--- src/rtl/uart_mem_loader.sv ---
// Framed UART byte-stream loader: SYNC, ADDR, LEN, DATA, CSUM -> memory writes plus one ACK/NAK reply.
// A one-byte holding register decouples UART intake from the memory handshake.
module uart_mem_loader #(
    parameter logic [7:0]  SYNC_BYTE    = 8'hA5,
    parameter logic [7:0]  ACK_BYTE     = 8'h06,
    parameter logic [7:0]  NAK_BYTE     = 8'h15,
    parameter int unsigned TIMEOUT_CLKS = 315000
) (
    input  logic        clk,
    input  logic        rst,
    input  logic [7:0]  rx_data,
    input  logic        rx_valid,
    input  logic        tx_busy,
    output logic [7:0]  tx_data,
    output logic        tx_start,
    output logic [15:0] mem_addr,
    output logic [7:0]  mem_wdata,
    output logic        mem_req,
    input  logic        mem_ack,
    output logic        loading,
    output logic        err_timeout,
    output logic        err_overrun
);

    localparam int unsigned TIMER_W = $clog2(TIMEOUT_CLKS + 1);
    localparam logic [TIMER_W-1:0] TIMER_LAST = TIMER_W'(TIMEOUT_CLKS - 1);

    localparam logic [3:0] IDLE    = 4'd0;
    localparam logic [3:0] ADDR_LO = 4'd1;
    localparam logic [3:0] ADDR_HI = 4'd2;
    localparam logic [3:0] LEN_LO  = 4'd3;
    localparam logic [3:0] LEN_HI  = 4'd4;
    localparam logic [3:0] DATA    = 4'd5;
    localparam logic [3:0] WRITE   = 4'd6;
    localparam logic [3:0] CSUM    = 4'd7;
    localparam logic [3:0] RESP    = 4'd8;

    logic [3:0]         state_q, state_d;
    logic [7:0]         hold_data;
    logic               hold_full;
    logic [15:0]        remain_q, remain_d;
    logic [7:0]         csum_q, csum_d;
    logic [TIMER_W-1:0] timer_q, timer_d;
    logic [15:0]        mem_addr_d;
    logic [7:0]         mem_wdata_d, tx_data_d;
    logic               mem_req_d, tx_start_d, loading_d, err_timeout_d, err_overrun_d;
    logic               consume_c, overrun_c, counting_c;

    assign consume_c  = hold_full && (state_q != WRITE) && (state_q != RESP);
    assign overrun_c  = rx_valid && hold_full && !consume_c;
    assign counting_c = (state_q == ADDR_LO) || (state_q == ADDR_HI) || (state_q == LEN_LO) ||
                        (state_q == LEN_HI)  || (state_q == DATA)    || (state_q == CSUM);

    // Holding register; an overrun discards everything buffered.
    always_ff @(posedge clk or posedge rst) begin
        if (rst) begin
            hold_data <= '0;
            hold_full <= 1'b0;
        end else if (overrun_c) begin
            hold_full <= 1'b0;
        end else if (rx_valid) begin
            hold_data <= rx_data;
            hold_full <= 1'b1;
        end else if (consume_c) begin
            hold_full <= 1'b0;
        end
    end

    always_ff @(posedge clk or posedge rst) begin
        if (rst) begin
            state_q     <= IDLE;
            remain_q    <= '0;
            csum_q      <= '0;
            timer_q     <= '0;
            mem_addr    <= '0;
            mem_wdata   <= '0;
            mem_req     <= 1'b0;
            tx_data     <= '0;
            tx_start    <= 1'b0;
            loading     <= 1'b0;
            err_timeout <= 1'b0;
            err_overrun <= 1'b0;
        end else begin
            state_q     <= state_d;
            remain_q    <= remain_d;
            csum_q      <= csum_d;
            timer_q     <= timer_d;
            mem_addr    <= mem_addr_d;
            mem_wdata   <= mem_wdata_d;
            mem_req     <= mem_req_d;
            tx_data     <= tx_data_d;
            tx_start    <= tx_start_d;
            loading     <= loading_d;
            err_timeout <= err_timeout_d;
            err_overrun <= err_overrun_d;
        end
    end

    always_comb begin
        state_d       = state_q;
        remain_d      = remain_q;
        csum_d        = csum_q;
        timer_d       = timer_q;
        mem_addr_d    = mem_addr;
        mem_wdata_d   = mem_wdata;
        mem_req_d     = mem_req;
        tx_data_d     = tx_data;
        tx_start_d    = 1'b0;
        loading_d     = loading;
        err_timeout_d = 1'b0;
        err_overrun_d = 1'b0;

        if (counting_c) timer_d = timer_q + TIMER_W'(1);
        if (rx_valid)   timer_d = '0;

        case (state_q)
            IDLE: begin
                if (consume_c && hold_data == SYNC_BYTE) begin
                    state_d   = ADDR_LO;
                    loading_d = 1'b1;
                    csum_d    = '0;
                end
            end
            ADDR_LO: if (consume_c) begin
                mem_addr_d[7:0] = hold_data;
                csum_d          = csum_q + hold_data;
                state_d         = ADDR_HI;
            end
            ADDR_HI: if (consume_c) begin
                mem_addr_d[15:8] = hold_data;
                csum_d           = csum_q + hold_data;
                state_d          = LEN_LO;
            end
            LEN_LO: if (consume_c) begin
                remain_d[7:0] = hold_data;
                csum_d        = csum_q + hold_data;
                state_d       = LEN_HI;
            end
            LEN_HI: if (consume_c) begin
                remain_d[15:8] = hold_data;
                csum_d         = csum_q + hold_data;
                state_d        = ({hold_data, remain_q[7:0]} == 16'd0) ? CSUM : DATA;
            end
            DATA: if (consume_c) begin
                mem_wdata_d = hold_data;
                mem_req_d   = 1'b1;
                csum_d      = csum_q + hold_data;
                state_d     = WRITE;
            end
            WRITE: if (mem_ack) begin
                mem_req_d  = 1'b0;
                mem_addr_d = mem_addr + 16'd1;
                remain_d   = remain_q - 16'd1;
                state_d    = (remain_q != 16'd1) ? DATA : CSUM;
            end
            CSUM: if (consume_c) begin
                tx_data_d = (hold_data == csum_q) ? ACK_BYTE : NAK_BYTE;
                state_d   = RESP;
            end
            RESP: if (!tx_busy) begin
                tx_start_d = 1'b1;
                loading_d  = 1'b0;
                state_d    = IDLE;
            end
            default: state_d = IDLE;
        endcase

        // Aborts override the normal transition and suppress any response.
        if (counting_c && !rx_valid && timer_q == TIMER_LAST) begin
            err_timeout_d = 1'b1;
            state_d       = IDLE;
            mem_req_d     = 1'b0;
            loading_d     = 1'b0;
            tx_start_d    = 1'b0;
        end
        if (overrun_c) begin
            err_overrun_d = 1'b1;
            state_d       = IDLE;
            mem_req_d     = 1'b0;
            loading_d     = 1'b0;
            tx_start_d    = 1'b0;
        end
        if (state_d == IDLE) timer_d = '0;
    end

endmodule
--- config.mk ---
export PLATFORM = sky130hd
export DESIGN_NAME = uart_mem_loader
export DESIGN_NICKNAME = d
export VERILOG_FILES = /design/src/rtl/uart_mem_loader.sv
export SDC_FILE = /design/constraint.sdc
export NUM_CORES = 1
export LEC_CHECK = 0
export BUFFER_PORTS_ARGS = -buffer_cell sky130_fd_sc_hd__buf_2
export CORE_ASPECT_RATIO = 1.5
export CORE_MARGIN = 3
export CORE_UTILIZATION = 55
export DETAILED_ROUTE_END_ITERATION = 7
export GPL_ROUTABILITY_DRIVEN = 0
export GPL_TIMING_DRIVEN = 0
export PLACE_DENSITY = 0.87
export RECOVER_POWER = 100
export SKIP_CTS_REPAIR_TIMING = 1
export SLEW_MARGIN = 20
export SYNTH_ARGS = -nofsm -noshare
export SYNTH_HDL_FRONTEND = slang
export SYNTH_SLANG_ARGS = --single-unit
--- constraint.sdc ---
create_clock -name clk -period 4.4 [get_ports clk]
set_clock_uncertainty 0.15 [all_clocks]
set_input_delay 0.88 -clock clk [delete_from_list [all_inputs] [get_ports clk]]
set_output_delay 0.88 -clock clk [all_outputs]
set_load 0.02 [all_outputs]
==> summary.log <==
INFO  timing         fin_crit_sh=0.710
INFO  clock_tree     cts.path.max_buffers=2
INFO  critical_path  timing.rr.end=timer_q[4]
INFO  critical_path  startpoint=state_q[2]
INFO  drt            vias_per_cell=6.50
INFO  grt            grt_pass1_wl=22.8mm
INFO  power_and_ir_drop power.ir.vdd_worst=402uV
INFO  synth          post_synth_xor_area_fraction=0.0438
INFO  synth          synth_fa_ha_area_frac=0.0325
INFO  drt            route.detailed.wl_per_inst=18.9um
INFO  outcome        status=complete, but fails checks
INFO  layout         share_of_layout_cells_above_drive_strength_1=0.123
INFO  timing         setup_violations=0
INFO  timing         fmaxAchievable=320MHz
INFO  flow_run       drv.max_cap_violation_count=1
INFO  synth          synth_top_cell_area_share=0.421
INFO  clock_tree     cts.sinks=88
INFO  grt            grt_overflow_total=0
INFO  grt            met2_capacity_usage_during_global_routing=0.435
INFO  critical_path  critical_path_required=4450ps
INFO  clock_tree     clkLatencyLatePin=360ps
INFO  power_and_ir_drop internal-power=2.20mW
INFO  synth          synth_compound_gate_area_share=0.212
INFO  power_and_ir_drop share_comb_of_total_power=0.456
INFO  timing         crit_path_setup_slack_layout=1280ps
INFO  worst_hold_path min-delay-start=tx_data[2]
INFO  placement      post-place-ws=1590ps
INFO  critical_path  critPathArrivalTime=3170ps
INFO  power_and_ir_drop clock_power_share=0.202
INFO  synth          ys_seq_area_frac=0.421
INFO  synth          count_of_mapped_cells_out_of_synthesis=545
INFO  critical_path  r2r.worst_path.cells=7
INFO  die            floorplan.rows=43
INFO  clock_tree     cts_max_level=3
INFO  power_and_ir_drop power.sequential.fraction=0.342
INFO  synth          synthSimpleGateAreaFrac=0.193
INFO  timing         finalMaxSlewViolations=1
INFO  clock_tree     tritoncts.num_buffers=9
INFO  drt            vias=4,693
INFO  clock_tree     cts.clk_slew.worst_paths=70ps
INFO  synth          synth.distinct_cells=69
INFO  synth          netlist_top_cells_area=dfrtp_1 (42%), mux2_2 (3.9%), nand2_1 (3.4%), a21oi_1 (3.1%), a211oi_1 (2.9%)
INFO  layout         fillCellCount=776
INFO  critical_path  timing.reg2reg.setup_slack=1280ps
INFO  worst_hold_path holdPathEnd=tx_data[2]
INFO  timing         worstMarginPinSlew=1500ps
INFO  layout         finalInstanceArea=5790um2
INFO  outcome        violated_checks=capacitance limit, slew limit
INFO  die            core_area=9250um2
INFO  die            die_h=125um
INFO  critical_path  crit_type=reg -> reg
INFO  worst_hold_path hp-class=reg -> reg
INFO  layout         num_antenna_cells=0
INFO  clock_tree     cts-root-buf=clkbuf_16
INFO  power_and_ir_drop power_leakage=2.38nW
INFO  synth          synth-edff-count=0
INFO  drt            finalWirelength=13.6mm
INFO  synth          dominant_combinational_cell_family_by_area_after_synthesis=compound AO/OA/AOI/OAI gates
INFO  power_and_ir_drop switchingPower=1.81mW
INFO  synth          postSynthAreaPerCell=9.60um2
INFO  clock_tree     cts_tree=done
INFO  power_and_ir_drop power_density=694nW/um2
INFO  placement      placed_cell_area=5640um2
INFO  timing         hold_ws=316ps
INFO  layout         mostFrequentLayoutCell=dfrtp_1
INFO  synth          ys_ff_latch=88
INFO  grt            number_of_global_route_vias_before_repair=4,679
INFO  grt            grt_most_used_layer=met2
INFO  critical_path  critical_path.max_fanout=10
INFO  placement      io_buffers=45
INFO  grt            globalRouteMet3Util=0.0428
INFO  synth          share_of_flip_flops_with_an_asynchronous_set_or_reset=1.00
INFO  timing         timing.final.hold_violations=0
INFO  timing         fin_setup_tns=0ps
INFO  die            count_of_pins_on_the_block_boundary=50
INFO  timing         final.min_clock_period=3120ps
INFO  die            initial_core_util=0.565
INFO  synth          synthDominantAreaCellType=dfrtp_1
INFO  grt            grt_antenna_before_repair=0
INFO  timing         relSlewSlack=-0.00247
INFO  layout         final_cell_mix=dfrtp_1 (88), clkbuf_1 (52), nand2_1 (50)
INFO  drt            remaining_number_of_nets_flagged_by_the_antenna_check_after_routing=0
INFO  layout         num-nets-final=631
INFO  grt            grt_start_max_net_pins=55
INFO  synth          dominantRegCellSynth=dfrtp_1
INFO  die            die_x=85.6um
INFO  grt            groute.layer.met1.usage=0.323
INFO  drt            drcViolationCount=0
INFO  synth          post_synth_instance_area=5230um2
INFO  grt            grt_usage=0.263
INFO  worst_hold_path min_delay_path_depth=1
INFO  die            die_area=10,700um2
INFO  drt            drt_pre_antenna_iters=5
INFO  placement      place_hpwl=9.34mm
INFO  timing         rsz0062_at_grt=false
INFO  power_and_ir_drop sw_share=0.451
INFO  critical_path  regToRegStartpoint=state_q[2]
INFO  drt            starting_drc_count_in_detailed_routing=427
INFO  critical_path  timing.critical_path.from_type=flop
INFO  synth          yosysWarnings=0
INFO  synth          yosys-mux-area-fraction=0.0464
INFO  critical_path  setup.worst_path.end_class=flop
INFO  layout         layout-area-overhead-vs-synth=10.6%
-- cell families (layout without fill, tap and decap cells) --
| group | count (synthesis) | count (layout) |
|---|---|---|
| adders and majority gates | 13 | 13 |
| AOI/OAI and AO/OA | 159 | 159 |
| buffers and inverters | 52 | 114 |
| other | 1 | 4 |
| DFF | 88 | 88 |
| muxes | 22 | 22 |
| and+or+nand+nor | 186 | 186 |
| xor gates and xnor gates | 24 | 24 |
-- final cells by class --
| class | instances | area [um2] | share of cell area |
|---|---|---|---|
| clock inverters | 7 | 86.3 | 0.0149 |
| inverters | 18 | 68.8 | 0.0119 |
| plain buffers | 34 | 170 | 0.0294 |
| multi-input cells | 408 | 2710 | 0.468 |
| flip-flops and latches | 88 | 2200 | 0.380 |
| well taps | 112 | 140 | 0.0242 |
| clock buffers | 9 | 225 | 0.0389 |
| repair buffers | 46 | 189 | 0.0326 |
-- cell usage after synthesis (all sizes together) (3+ instances only) --
master   number
inv          18
nand3        22
clkbuf        7
nor4         10
and4          3
o41ai         4
dfrtp        88
a31oi         7
nor2b         3
o22a          6
a21oi        34
ha           12
a22o         13
xnor2        11
mux2         18
nand4         5
nor3         20
o21a          5
a211oi       20
and2          4
or2           6
buf          27
a31o          3
and3         10
nor3b         3
nand2        50
or3           7
nor2         25
o31ai         8
o2111ai       5
o22ai         7
o21ai        30
nand2b        8
mux2i         4
xor2         13
o211ai        4
-- sequential cells by signal (all words and copies together) (netlist names) --
name,cells
mem_addr,16
err_overrun,1
loading,1
mem_req,1
csum_q,8
tx_data,3
hold_full,1
err_timeout,1
state_q,4
mem_wdata,8
tx_start,1
timer_q,19
hold_data,8
remain_q,16
-- routing by layer --
| layer | share of wire | vias up |
|---|---|---|
| met2 | 0.50 | 230 |
| li1 | - | 2140 |
| met3 | 0.069 | 58 |
| met1 | 0.39 | 2265 |
| met4 | 0.040 | 0 |
| met5 | 0 | - |
-- worst max-delay path by stage --
| stage | end | slack, ps | depth (start not counted) |
|---|---|---|---|
| floorplan | csum_q[0] | 1090 | 1 |
| global placement | csum_q[3] | 100 | 2 |
| detailed placement | timer_q[0] | 1590 | 7 |
| CTS | timer_q[4] | 1940 | 7 |
| global route | timer_q[4] | 1060 | 7 |
| finish | timer_q[4] | 1280 | 7 |
-- power groups by stage --
| stage | combinational (mW) | sequential (mW) | clock (mW) |
|---|---|---|---|
| 2_1_floorplan | 1.28 | 1.45 | 0 |
| 3_3_place_gp | 1.82 | 1.34 | 0 |
| 3_5_place_dp | 1.89 | 1.36 | 0 |
| 4_1_cts | 1.91 | 1.36 | 0.816 |
| 5_1_grt | 2.01 | 1.40 | 0.850 |
| 6_report | 1.83 | 1.37 | 0.812 |
-- through the flow --
step	cells	power, mW	util
6_report	722	4.01	0.625
5_1_grt	722	4.26	0.625
4_1_cts	722	4.08	0.643
3_5_place_dp	706	3.25	0.609
3_3_place_gp	705	3.16	0.606
2_1_floorplan	548	2.72	-
-- worst max-delay path, cell delays in order, from the launching register on --
cell	delay, ps
dfrtp_1	320
clkbuf_1	300
xor2_1	480
o211ai_1	200
or4_1	640
nand2_1	320
clkbuf_1	410
a211oi_1	130
(Power assumes the default switching activity.)
